`src/rtl/serial_subtractor.sv`:
```
// Bit-serial two's-complement subtractor: a - b over WIDTH cycles, LSB first,
// with a single registered borrow bit and a start/busy/done handshake.
module serial_subtractor #(
    parameter int unsigned WIDTH = 8
) (
    input  logic             clk,
    input  logic             rst,
    input  logic             start,
    input  logic [WIDTH-1:0] a,
    input  logic [WIDTH-1:0] b,
    output logic             busy,
    output logic             done,
    output logic [WIDTH-1:0] diff,
    output logic             bout,
    output logic             ovf
);

    localparam int unsigned   CW   = $clog2(WIDTH + 1);
    localparam logic [CW-1:0] LAST = CW'(WIDTH - 1);

    typedef enum logic [1:0] {
        IDLE,
        RUN,
        DONE
    } state_t;

    state_t            state_q;
    logic [WIDTH-1:0]  a_sr_q, b_sr_q, diff_sr_q;
    logic [CW-1:0]     cnt_q;
    logic              br_q;
    logic              busy_q, done_q, bout_q, ovf_q;
    logic [WIDTH-1:0]  diff_q;

    logic              x, y, d_bit, br_d;
    logic [WIDTH-1:0]  diff_sr_d;

    // One-bit full-subtractor slice on the current LSBs.
    always_comb begin
        x         = a_sr_q[0];
        y         = b_sr_q[0];
        d_bit     = x ^ y ^ br_q;
        br_d      = (~x & y) | (~x & br_q) | (y & br_q);
        diff_sr_d = WIDTH'({d_bit, diff_sr_q} >> 1);
    end

    always_ff @(posedge clk) begin
        if (rst) begin
            state_q   <= IDLE;
            a_sr_q    <= '0;
            b_sr_q    <= '0;
            diff_sr_q <= '0;
            cnt_q     <= '0;
            br_q      <= 1'b0;
            busy_q    <= 1'b0;
            done_q    <= 1'b0;
            diff_q    <= '0;
            bout_q    <= 1'b0;
            ovf_q     <= 1'b0;
        end else begin
            done_q <= 1'b0;
            unique case (state_q)
                IDLE, DONE: begin
                    if (start) begin
                        a_sr_q    <= a;
                        b_sr_q    <= b;
                        br_q      <= 1'b0;
                        diff_sr_q <= '0;
                        cnt_q     <= '0;
                        busy_q    <= 1'b1;
                        state_q   <= RUN;
                    end else begin
                        state_q <= IDLE;
                    end
                end
                RUN: begin
                    a_sr_q    <= a_sr_q >> 1;
                    b_sr_q    <= b_sr_q >> 1;
                    br_q      <= br_d;
                    diff_sr_q <= diff_sr_d;
                    cnt_q     <= cnt_q + CW'(1);
                    if (cnt_q == LAST) begin
                        // On the last slice x/y are the original operand MSBs.
                        state_q <= DONE;
                        busy_q  <= 1'b0;
                        done_q  <= 1'b1;
                        diff_q  <= diff_sr_d;
                        bout_q  <= br_d;
                        ovf_q   <= (x ^ y) & (x ^ d_bit);
                    end
                end
                default: state_q <= IDLE;
            endcase
        end
    end

    assign busy = busy_q;
    assign done = done_q;
    assign diff = diff_q;
    assign bout = bout_q;
    assign ovf  = ovf_q;

endmodule

```
`config.mk`:
```
export PLATFORM = sky130hd
export DESIGN_NAME = serial_subtractor
export DESIGN_NICKNAME = d
export VERILOG_FILES = /design/src/rtl/serial_subtractor.sv
export SDC_FILE = /design/constraint.sdc
export NUM_CORES = 1
export LEC_CHECK = 0
export BUFFER_PORTS_ARGS = -buffer_cell sky130_fd_sc_hd__buf_2
export CORE_MARGIN = 3
export CORE_UTILIZATION = 35
export DETAILED_ROUTE_END_ITERATION = 8
export PLACE_DENSITY = 0.61
export SYNTH_ARGS = -nofsm -noshare
export SYNTH_HDL_FRONTEND = slang
export SYNTH_SLANG_ARGS = --single-unit
```
`constraint.sdc`:
```
create_clock -name clk -period 2.39 [get_ports clk]
set_clock_uncertainty 0.15 [all_clocks]
set_input_delay 0.1195 -clock clk [delete_from_list [all_inputs] [get_ports clk]]
set_output_delay 0.1195 -clock clk [all_outputs]
set_load 0.01 [all_outputs]
```
== Yosys cells after proc, flatten, opt, wreduce, memory -nomap -nowiden ==
Cells that the tools add are included.

* Output and inout bits: 12
* Input port bits: 19
* Register bits: 43

* Reductions and logical operators: 7
* Bitwise operators: 11
* Mux-type cells: 17
* Equal/unequal tests: 5
* Add/subtract/negate cells: 1

{| class="wikitable"
|+ Operator list
! operator !! count
|-
| $pmux 8 s2 || 3
|-
| $mux 8 || 3
|-
| $pmux 4 s2 || 1
|-
| $mux 1 || 5
|-
| $add 4x1->4 const B || 1
|-
| $and 1x1->1 || 4
|-
| $eq 4x3->1 const B || 1
|-
| $mux 4 || 1
|-
| $ne 2x2->1 const B || 2
|-
| $pmux 1 s2 || 2
|-
| $pmux 2 s2 || 1
|-
| $reduce_and 2->1 || 2
|-
| $reduce_or 2->1 || 2
|-
| $reduce_and 3->1 || 1
|-
| $xor 1x1->1 || 3
|-
| $eq 2x1->1 const B || 1
|-
| $eq 2x2->1 const B || 1
|-
| $logic_not 2->1 || 1
|-
| $mux 2 || 1
|-
| $not 1->1 || 2
|-
| $or 1x1->1 || 2
|-
| $reduce_bool 2->1 || 1
|}

== Longest topological paths before layout ==
* Depth in word-level cells: 5
* Mapped depth: 5
* Mapped depth without buffers: 5

== Worst setup path after synthesis ==
OpenSTA, ideal clock, no wires.

* Kind: register -> register
* From: register b_sr_q[0]
* To: register ovf_q, in the netlist ovf
* Library setup time: 0.117 ns
* Stages on the path, launching flop included: 6
* Data arrival time: 1.251 ns
* Buffers on the path: 0
* Period minus slack after synthesis: 1.517 ns
* Setup slack: 0.873 ns
* Cells stage by stage: dfxtp_1 inv_1 fa_1 xnor2_1 nor2_1 a22o_1

* Word-level cells in the longest chain between the ends: 4

{| class="wikitable"
|+ RTL lines
! what !! RTL line !! text
|-
| start: declaration || 28 || <nowiki>logic [WIDTH-1:0] a_sr_q, b_sr_q, diff_sr_q;</nowiki>
|-
| start signal: assignment || 77 || <nowiki>b_sr_q <= b_sr_q >> 1;</nowiki>
|-
| $xor 1x1->1 (2 in series) || 41 || <nowiki>d_bit = x ^ y ^ br_q;</nowiki>
|-
| named net d_bit || 34 || <nowiki>logic x, y, d_bit, br_d;</nowiki>
|-
| $xor 1x1->1 || 88 || <nowiki>ovf_q <= (x ^ y) & (x ^ d_bit);</nowiki>
|-
| $and 1x1->1 || 88 ||
|-
| end signal: assignment || 88 ||
|-
| end: declaration || 31 || <nowiki>logic busy_q, done_q, bout_q, ovf_q;</nowiki>
|}

The timed path passes the listed nets, and every way through them passes these cells.
A chain may end at the register's enable or synchronous reset.

== Worst setup path after layout ==
* From: register state_q[1]
* To: register cnt_q[2]

* Word-level cells in the longest chain between the ends: 4
* Elaborated cells between the ends (all ways): 8
* Those cells by class: 3 x eq/ne; 1 x mux; 4 x reduce/logical

{| class="wikitable"
|+ RTL lines
! what !! RTL line !! text
|-
| start: declaration || 27 || <nowiki>state_t state_q;</nowiki>
|-
| start signal: assignment || 48 || <nowiki>state_q <= IDLE;</nowiki>
|-
| start signal: assignment || 70 || <nowiki>state_q <= RUN;</nowiki>
|-
| start signal: assignment || 72 || <nowiki>state_q <= IDLE;</nowiki>
|-
| $eq 2x2->1 or $logic_not 2->1 (tied branches) || 61 || <nowiki>unique case (state_q)</nowiki>
|-
| $reduce_or 2->1 || 61 ||
|-
| $ne 2x2->1 (no source line) or $reduce_bool 2->1 (tied branches) || -- ||
|-
| $reduce_and 2->1 (no source line) || -- ||
|-
| end signal: assignment || 80 || <nowiki>cnt_q <= cnt_q + CW'(1);</nowiki>
|-
| end: declaration || 29 || <nowiki>logic [CW-1:0] cnt_q;</nowiki>
|}

Several ways; a longest one is shown, not always the timed one.

==> flow_metrics.tcl <==
set metrics [dict create \
    diodes 0 \
    tns_ps 0 \
    cts_setup_buffers 0 \
    arrival_ps 1840 \
    multi_input_area_um2 690.7 \
    switching_share_pct 21.24 \
    ctsHoldBuffers 17 \
    drt_wl_total_um 3485 \
    syn_avg_cell_area_um2 9.438 \
    rrSetupSlack_ps 610 \
    synth_top_cell_by_area "dfxtp_1" \
    drc 0 \
    startpoint "state_q[1]$_SDFFE_PP0P_" \
    drive_above_1_share_pct 23.18 \
    slew_viol_final 0 \
    syn_inst 173 \
    io_buffers 30 \
    power.density_nw_per_um2 740.9 \
    via_per_inst 4.967 \
    status "completed" \
    combPwrFrac_pct 10.3 \
    finalPower_w 0.001581 \
    cts_tree "yes" \
    fmax_mhz 561.6 \
    start_util_pct 36.74 \
    yosysTopAreaCellShare_pct 51.49 \
    intPower_w 0.001246 \
    p_clk_share_pct 43.0 \
    hold_viol_final 0 \
    synth.area.top_cells "dfxtp_1 51%, a21oi_1 8.6%, nand3_1 8.0%" \
    final_util_pct 48.03 \
    grt_overflow_total 0 \
    grt_antenna_before_repair 0 \
    end_kind "flip-flop" \
    synthMostInstantiatedCell "dfxtp_1" \
    ant_nets 0 \
    die_w_um 74.30 \
    syn_to_final_growth_pct 30.73 \
    std_cell_rows 24 \
    post-route-min-period_ps 1781 \
    worstSkewPairLatency_ps 290 \
    rsz0062_at_grt "false" \
    p_switching_w 0.0003359 \
    post_drt_wl_per_cell_um 12.81 \
    fp.coreArea_um2 4444 \
    clockRootBuffer "clkbuf_8" \
    ctsResizeCount 0 \
    synth.cell_area_um2 1633 \
    ys_ff_latch 42 \
    seq_area_frac_synth_pct 51.49 \
    max_slew_margin_pct 60.92 \
    place.gp.congestion 0.6880 \
    h-tree-depth 2 \
    worst_setup_path_start_kind "flip-flop" \
    clock_path_buffers 2 \
    final_area_um2 2135 \
    cts_inserted_buffers 5 \
    vias 1351 \
    maxCapViolCount 0 \
    regArea_um2 840.8 \
    p_leak_nw 0.8567 \
    yosysWarnings 0 \
    fin_nets 241 \
    synth_common_cells "42 x dfxtp_1, 28 x a21oi_1, 26 x nand3_1" \
    io_pins 31 \
    grt_first_pass_wirelength_um 5940 \
    tightest_slew_ps 583.6 \
    power.share.sequential_pct 46.7 \
    drt-initial-drc-count 87 \
    die_y_um 74.30 \
    setup_viol 0 \
    placed_area_um2 1822 \
    cts_sinks 42 \
    rr_endpoint "cnt_q[2]$_SDFFE_PP0P_" \
    r2r-start "state_q[1]$_SDFFE_PP0P_" \
    syn-num-nets 195 \
    grt_pass1_vias 1283 \
    crit_path_end "cnt_q[2]$_SDFFE_PP0P_" \
    ir_drop_v 0.0003132 \
    hpwl_um 2212 \
    synth_edf_count 0 \
    reg2reg_depth 4 \
    dr.pass1.iters 4 \
    fillerInstances 445 \
    ys.flop_type "dfxtp_1" \
    hp-class "input pin to flip-flop" \
    criticalPathCategory "flip-flop to flip-flop" \
    cp.required_ps 2450 \
    path_max_fanout 20 \
    grt_max_degree 27 \
    dieArea_um2 5520 \
    async_flop_share_pct 0 \
    synth_cell_types 27 \
    fin_crit_sh_pct 74.50 \
    track_usage_pct 13.97 \
    path_clk_slew_ps 80 \
]
==> through the flow <==
stage / std cells / setup WS, ps / hold slack, ps
final: 272 / 609.5 / 238.3
after global routing: 272 / 447.7 / 249.1
after CTS: 272 / 606.6 / 221.8
after detailed placement: 247 / 651.5 / 217.8
after global placement: 247 / 681.4 / 214.7
after floorplan: 173 / 872.7 / 105.5
==> power by group through the flow <==
stage,Clock [W],Combinational (W),Sequential (W)
after detailed placement,0,0.000141,0.000756
after global routing,0.000729,0.000183,0.000743
after floorplan,0,0.000103,0.000753
after CTS,0.000700,0.000164,0.000739
after global placement,0,0.000141,0.000756
final,0.000680,0.000163,0.000739
==> per-layer routing <==
layer | global-route usage (%) | share of wire, % | vias up
met5 | 0 | 0 | -
met2 | 21.26 | 45 | 31
met4 | 4.743 | 0.89 | 0
met1 | 19.06 | 50 | 604
met3 | 4.054 | 4.3 | 4
li1 | - | - | 712
==> worst min-delay path by stage <==
stage / from / end / slack [ps] / depth (start not counted)
floorplan: a[7] / a_sr_q[7]$_SDFFE_PP0P_ / 110 / 2
global placement: b[7] / b_sr_q[7]$_SDFFE_PP0P_ / 210 / 3
detailed placement: b[7] / b_sr_q[7]$_SDFFE_PP0P_ / 220 / 3
CTS: start / a_sr_q[7]$_SDFFE_PP0P_ / 220 / 5
global route: start / a_sr_q[2]$_SDFFE_PP0P_ / 250 / 5
finish: start / diff_sr_q[2]$_SDFFE_PP0P_ / 240 / 5
==> cell type report <==
type / count / area share, %
well taps: 52 / 3.048
multi-input cells: 111 / 32.36
repair buffers: 55 / 17.82
flip-flops and latches: 42 / 39.39
clock inverters: 2 / 2.814
clock buffers: 6 / 3.869
inverters: 4 / 0.7034
==> registers in the layout, indices dropped and copies added (netlist names), 2 cells and up <==
signal / cells
a_sr_q: 8
b_sr_q: 8
diff: 8
diff_sr_q: 7
cnt_q: 4
state_q: 2
==> layout by cell type, fill, tap and decap left out <==
master / Yosys / final
a211oi_2: 1 / 1
a21oi_1: 28 / 28
a22o_1: 10 / 10
a22oi_1: 14 / 14
buf_2: 11 / 30
buf_4: 2 / 8
bufinv_16: 0 / 2
clkbuf_8: 0 / 6
dfxtp_1: 42 / 42
dlygate4sd3_1: 0 / 17
fa_1: 1 / 1
ha_1: 2 / 2
inv_1: 4 / 4
mux2_2: 1 / 1
mux2_4: 1 / 1
nand2_1: 11 / 11
nand2b_1: 3 / 3
nand3_1: 26 / 26
nand3b_1: 1 / 1
nand4_1: 1 / 1
nor2_1: 3 / 3
nor2b_1: 2 / 1
nor2b_2: 0 / 1
nor3_1: 2 / 2
nor3b_1: 1 / 1
o21a_1: 1 / 1
o21ba_2: 1 / 1
xnor2_1: 1 / 1
==> cell families after synthesis <==
kind of cell,synth area share (%)
fa+ha+maj,2.758
mux,1.609
simple gates,15.02
flops,51.49
compound gates,22.22
buf+inv,6.359
xor+xnor,0.5365
==> worst max-delay path, cell delays in order (launching register included) <==
cell      delay (ps)
dfxtp_1          340
nand2b_1         340
buf_4            330
mux2_4           330
a211oi_2         220
(Power assumes the default switching activity.)
